`src/rtl/inst_prefetch_queue_pkg.sv`:
```
// Shared definitions for the instruction prefetch queue: datapath width,
// PC increment and the buffered {pc, inst} entry.
package inst_prefetch_queue_pkg;

    localparam int unsigned BIN_DIG = 32;
    localparam int unsigned XLEN    = BIN_DIG;

    localparam logic [XLEN-1:0] PC_STEP = XLEN'(4);

    typedef struct packed {
        logic [XLEN-1:0] pc;
        logic [XLEN-1:0] inst;
    } pf_entry_t;

endpackage

```
`src/rtl/inst_prefetch_queue_pf_fifo.sv`:
```
// Synchronous FIFO of prefetched {pc, inst} entries with flush; the head is
// read straight from storage and reads as zero when the FIFO is empty.
module pf_fifo
    import inst_prefetch_queue_pkg::*;
#(
    parameter int unsigned DEPTH = 4,
    localparam int unsigned PW = $clog2(DEPTH),
    localparam int unsigned CW = PW + 1
) (
    input  logic          clk,
    input  logic          rst,
    input  logic          push,
    input  pf_entry_t     push_data,
    input  logic          pop,
    input  logic          flush,
    output logic [CW-1:0] count,
    output logic          head_valid,
    output pf_entry_t     head
);

    pf_entry_t     mem [DEPTH];
    logic [PW-1:0] wr_ptr;
    logic [PW-1:0] rd_ptr;
    logic          push_en;
    logic          pop_en;

    // Flush wins over both ends; popping an empty FIFO is a no-op
    always_comb begin
        push_en    = push && !flush;
        pop_en     = pop && !flush && (count != '0);
        head_valid = (count != '0);
        head       = head_valid ? mem[rd_ptr] : '0;
    end

    always_ff @(posedge clk or posedge rst) begin
        if (rst) begin
            wr_ptr <= '0;
            rd_ptr <= '0;
            count  <= '0;
        end else if (flush) begin
            wr_ptr <= '0;
            rd_ptr <= '0;
            count  <= '0;
        end else begin
            if (push_en) wr_ptr <= wr_ptr + PW'(1);
            if (pop_en)  rd_ptr <= rd_ptr + PW'(1);
            case ({push_en, pop_en})
                2'b10:   count <= count + CW'(1);
                2'b01:   count <= count - CW'(1);
                default: count <= count;
            endcase
        end
    end

    // Entry storage carries no reset; validity is tracked by count alone
    always_ff @(posedge clk) begin
        if (push_en) mem[wr_ptr] <= push_data;
    end

    // Upstream credit accounting must never push into a full FIFO
    always_ff @(posedge clk) begin
        if (!rst && push_en) assert (count < CW'(DEPTH));
    end

endmodule

```
`src/rtl/inst_prefetch_queue.sv`:
```
// Instruction prefetch queue: sequential imem fetches, in-order response
// buffering and redirect flush. Define PREFETCH_STATS_EN for drop/starve counters.
module inst_prefetch_queue
    import inst_prefetch_queue_pkg::*;
#(
    parameter int unsigned     DEPTH     = 4,
    parameter int unsigned     MAX_OUTST = 4,
    parameter logic [XLEN-1:0] RESET_PC  = '0
) (
    input  logic            CLK,
    input  logic            RST,
    input  logic            redirect_valid,
    input  logic [XLEN-1:0] redirect_pc,
    output logic            imem_req_valid,
    output logic [XLEN-1:0] imem_req_addr,
    input  logic            imem_req_ready,
    input  logic            imem_resp_valid,
    input  logic [XLEN-1:0] imem_resp_data,
    output logic            dec_valid,
    output logic [XLEN-1:0] dec_pc,
    output logic [XLEN-1:0] dec_inst,
`ifdef PREFETCH_STATS_EN
    output logic [15:0]     stat_drop_cnt,
    output logic [15:0]     stat_starve_cnt,
`endif
    input  logic            dec_ready
);

    localparam int unsigned CW = $clog2(DEPTH) + 1;
    localparam int unsigned OW = $clog2(MAX_OUTST + 1);
    localparam int unsigned SW = ((CW > OW) ? CW : OW) + 1;

    logic [XLEN-1:0] req_pc;
    logic [XLEN-1:0] resp_pc;
    logic [OW-1:0]   outst;
    logic [OW-1:0]   drop;
    logic            run;

    logic [OW-1:0]   live_outst;
    logic [OW-1:0]   outst_next;
    logic [CW-1:0]   fifo_count;
    logic            req_fire;
    logic            push;
    logic            pop;
    logic            discard;
    pf_entry_t       push_data;
    pf_entry_t       head;

    // Credit check: buffered plus live in-flight responses must fit in the FIFO
    always_comb begin
        live_outst     = outst - drop;
        imem_req_valid = run && !redirect_valid
                         && ((SW'(fifo_count) + SW'(live_outst)) < SW'(DEPTH))
                         && (outst < OW'(MAX_OUTST));
        imem_req_addr  = req_pc;
        req_fire       = imem_req_valid && imem_req_ready;
        outst_next     = outst + OW'(req_fire) - OW'(imem_resp_valid);
        discard        = imem_resp_valid && (redirect_valid || (drop != '0));
        push           = imem_resp_valid && !discard;
        pop            = dec_valid && dec_ready;
        push_data.pc   = resp_pc;
        push_data.inst = imem_resp_data;
    end

    // Redirect restarts both PC streams and marks everything in flight as stale
    always_ff @(posedge CLK or posedge RST) begin
        if (RST) begin
            req_pc  <= RESET_PC;
            resp_pc <= RESET_PC;
            outst   <= '0;
            drop    <= '0;
            run     <= 1'b0;
        end else begin
            run   <= 1'b1;
            outst <= outst_next;
            if (redirect_valid) begin
                req_pc  <= redirect_pc;
                resp_pc <= redirect_pc;
                drop    <= outst_next;
            end else begin
                if (req_fire) req_pc <= req_pc + PC_STEP;
                if (imem_resp_valid) begin
                    if (drop != '0) drop <= drop - OW'(1);
                    else            resp_pc <= resp_pc + PC_STEP;
                end
            end
        end
    end

    pf_fifo #(
        .DEPTH (DEPTH)
    ) u_fifo (
        .clk        (CLK),
        .rst        (RST),
        .push       (push),
        .push_data  (push_data),
        .pop        (pop),
        .flush      (redirect_valid),
        .count      (fifo_count),
        .head_valid (dec_valid),
        .head       (head)
    );

    assign dec_pc   = head.pc;
    assign dec_inst = head.inst;

`ifdef PREFETCH_STATS_EN
    // Saturating event counters for stale discards and decode starvation
    always_ff @(posedge CLK or posedge RST) begin
        if (RST) begin
            stat_drop_cnt   <= '0;
            stat_starve_cnt <= '0;
        end else begin
            if (discard && (stat_drop_cnt != 16'hFFFF))
                stat_drop_cnt <= stat_drop_cnt + 16'd1;
            if (run && !dec_valid && !redirect_valid && (stat_starve_cnt != 16'hFFFF))
                stat_starve_cnt <= stat_starve_cnt + 16'd1;
        end
    end
`endif

endmodule

```
`config.mk`:
```
export PLATFORM = sky130hd
export DESIGN_NAME = inst_prefetch_queue
export DESIGN_NICKNAME = d
export VERILOG_FILES = /design/src/rtl/inst_prefetch_queue_pkg.sv /design/src/rtl/inst_prefetch_queue_pf_fifo.sv /design/src/rtl/inst_prefetch_queue.sv
export SDC_FILE = /design/constraint.sdc
export NUM_CORES = 1
export LEC_CHECK = 0
export CORE_MARGIN = 10
export CORE_UTILIZATION = 53
export DETAILED_ROUTE_END_ITERATION = 12
export PLACE_DENSITY_LB_ADDON = 0.08
export SLEW_MARGIN = 20
export SYNTH_ARGS = -nofsm -noshare
export SYNTH_HDL_FRONTEND = slang
export SYNTH_SLANG_ARGS = --single-unit
```
`constraint.sdc`:
```
create_clock -name CLK -period 5.04 [get_ports CLK]
set_input_delay 0.756 -clock CLK [delete_from_list [all_inputs] [get_ports CLK]]
set_output_delay 0.756 -clock CLK [all_outputs]
set_load 0.01 [all_outputs]
```
==> impl_metrics.toml <==
[grt]
grt_usage = 0.183
grt_pass1_wl_um = 48500
busiest_layer = "met2"
overflow = 0
grt_max_degree = 71
grt_antenna_before_repair = 0
grt_pass1_vias = 8526
met2_usage = 0.286
use_met3 = 0.0465
grt_util_met1 = 0.251

[synth]
ys_ff_latch = 334
netlist_area_um2 = 14000
synth-async-reset-ratio = 0.234
yosysWarnings = 0
syn-instance-count = 881
synthDistinctLibCells = 47
postSynthAreaPerCell_um2 = 15.9
synth-main-ff-cell = "edfxtp_1"
seq_area_frac_synth = 0.687
synth_edf_count = 256
synth_nets = 967

[pwr]
p_per_area_nw_per_um2 = 489
power_leakage_nw = 5.84
p_total_mw = 8.43
ir_worst_vdd_mv = 0.276

[status]
status = "finished, final reports clean"

[detailed_routing]
drc = 0
post_drt_wl_per_cell_um = 21.4
wirelength_um = 30300
first_pass_iters = 5
routed_via_density = 5.71
vias = 8108
drt-initial-drc-count = 648
ant_nets = 0

[cells_and_area]
n_antenna_cell = 0
area_delta_synth_final_pct = 23.0
post_route_cells_drive_above_1_share = 0.138
post-route-util = 0.662
final_area_um2 = 17300
fin_cells = 1419
final_nets = 1142

[die]
io_pins = 168
core_um2 = 26100
fp.dieArea_um2 = 33400
start_util = 0.538
std_cell_rows = 59
die_h_um = 183
die_w_um = 183

[place]
place_ws_ns = 0.911
dp_hpwl_um = 19500
io_buffers = 167
finalWeightedCongestion = 0.831
place_inst = 1353
place_area_um2 = 16100

[cts]
cts_tree = "done"
post-cts-setup-buffers = 0
cts.repair.resized = 0
cts_buffers = 36
cts_sinks = 334
clock_path_buffers = 3
cts_root_buf = "clkbuf_16"
ctsHoldBuffers = 0
clk_pin_slew_ns = 0.06
cts.htree.levels = 2
clk_latency_ns = 0.51

[hold_path]
min_delay_worst_endpoint = "u_fifo.mem[2][33]"
hp-class = "reg2reg"
hp-start = "resp_pc[1]"
whs_path_depth = 0

[critical_path]
endpoint_kind = "flip-flop"
required_ns = 5.46
cp.arrival_ns = 4.56
rrSetupSlack_ns = 0.90
criticalPathCategory = "reg2reg"
timing.rr.start = "outst[0]"
r2r-end = "drop[2]"
reg2regPathDepth = 19
critPathMaxFanout = 23
startpoint_type = "flip-flop"

[timing]
fin_crit_ns = 4.14
drv_slew = 0
finalSetupTns_ns = 0
slew_headroom = 0.383
fin_crit_sh = 0.822
worstMarginPinSlew_ns = 0.918
skew_ns = 0.00855
finalHoldViolCount = 0
fin_ws_ns = 0.899
setup_viol = 0
rsz0062_at_grt = "false"
whs_ns = 0.521
max_freq_mhz = 241

[run]
maxCapViolCount = 0
==> flip-flops by register name (all words and copies together), names as in the netlist <==
register / flops
drop: 3
imem_req_addr: 32
outst: 3
resp_pc: 32
run: 1
u_fifo.count: 3
u_fifo.mem: 256
u_fifo.rd_ptr: 2
u_fifo.wr_ptr: 2
==> placed cells by master (no fill, tap or decap), types with 7 or more instances in the layout <==
cell type and n:
edfxtp_1 256, clkdlybuf4s50_1 166, dfrtp_1 76, and2_1 69, mux4_2 64, nand2_1 62, o21ai_0 44, clkbuf_16 37
xnor2_1 26, inv_1 24, nand4_1 24, nand3_1 22, nor2_1 21, xor2_1 19, nor3_1 13, ha_1 13
o211ai_1 11, a21oi_1 9, or3_1 9, clkinv_1 9, a31oi_1 7, clkbuf_1 7, buf_4 7
==> metal layers <==
layer  wire, um  vias to the layer above
met4        490                        0
met5          0                        -
li1           -                     3736
met1      13300                     4054
met3       2350                       39
met2      14300                      279
==> report_power, final <==
part | leakage, nW | internal (mW) | switching (mW) | total, mW
logic | 2.02 | 1.37 | 1.20 | 2.56
registers | 3.25 | 3.16 | 0.172 | 3.33
clock network | 0.568 | 1.53 | 1.01 | 2.54
==> Yosys cell counts (2+ instances only) <==
cell	n	area share
nand4_1	24	0.011
nor2_1	21	0.0056
a31o_2	3	0.0019
edfxtp_1	256	0.55
and3_1	9	0.0040
fa_1	3	0.0043
clkbuf_1	28	0.0075
a31oi_1	7	0.0031
nand2_1	62	0.017
buf_1	4	0.0011
inv_1	25	0.0067
or3_1	10	0.0045
dfrtp_1	78	0.14
a21boi_0	2	0.0011
mux2_2	6	0.0048
or4b_1	2	0.0014
nor4_1	3	0.0013
xor2_1	19	0.012
nand2b_1	4	0.0018
nor4_4	2	0.0030
and4_1	5	0.0031
and2_1	69	0.031
mux4_2	64	0.10
nand3_1	22	0.0078
ha_1	13	0.012
o211ai_1	11	0.0059
o31a_1	4	0.0025
mux2i_1	2	0.0014
nor3_1	13	0.0046
o21ai_0	44	0.016
o31ai_1	3	0.0016
xnor2_1	26	0.016
buf_2	9	0.0032
and3b_1	2	0.0012
o311ai_0	6	0.0037
a21oi_1	9	0.0032
==> logic make-up (layout without fill, tap and decap cells) <==
kind of cell	after synthesis	in the layout	share of synthesized area
muxes	72	72	0.109
xor gates and xnor gates	45	45	0.0281
DFF	334	334	0.687
buffers and inverters	68	271	0.0195
other	1	1	0.000267
AOI/OAI and AO/OA	91	91	0.0399
adders and majority gates	16	16	0.0159
and+or+nand+nor	254	254	0.100
==> cell type report <==
| type | instances | area (um^2) |
|---|---|---|
| repair buffers | 179 | 1820 |
| flip-flops and latches | 334 | 9640 |
| fillers | 1873 | 8800 |
| inverters | 26 | 98.8 |
| clock buffers | 46 | 980 |
| well taps | 335 | 419 |
| clock inverters | 20 | 175 |
| multi-input cells | 479 | 4120 |
==> critical path, stage by stage (launching register included) <==
cell	delay (ns)
dfrtp_1	0.38
inv_1	0.06
ha_1	0.13
inv_1	0.04
fa_1	0.38
xnor2_1	0.14
ha_1	0.17
or4_4	0.55
nor4_4	0.18
buf_4	0.32
inv_2	0.22
ha_1	0.32
inv_1	0.05
ha_1	0.13
inv_1	0.04
fa_1	0.37
xnor2_1	0.20
xnor2_1	0.16
nand2_1	0.08
o21ai_0	0.10
==> worst max path at each step <==
stage,startpoint,endpoint,depth (start not counted)
finish,outst[0],drop[2],19
global route,outst[0],drop[2],19
CTS,outst[0],drop[2],19
detailed placement,outst[0],drop[2],19
global placement,outst[0],drop[2],19
floorplan,outst[0],drop[2],20
Power figures use the tool's default switching activity.
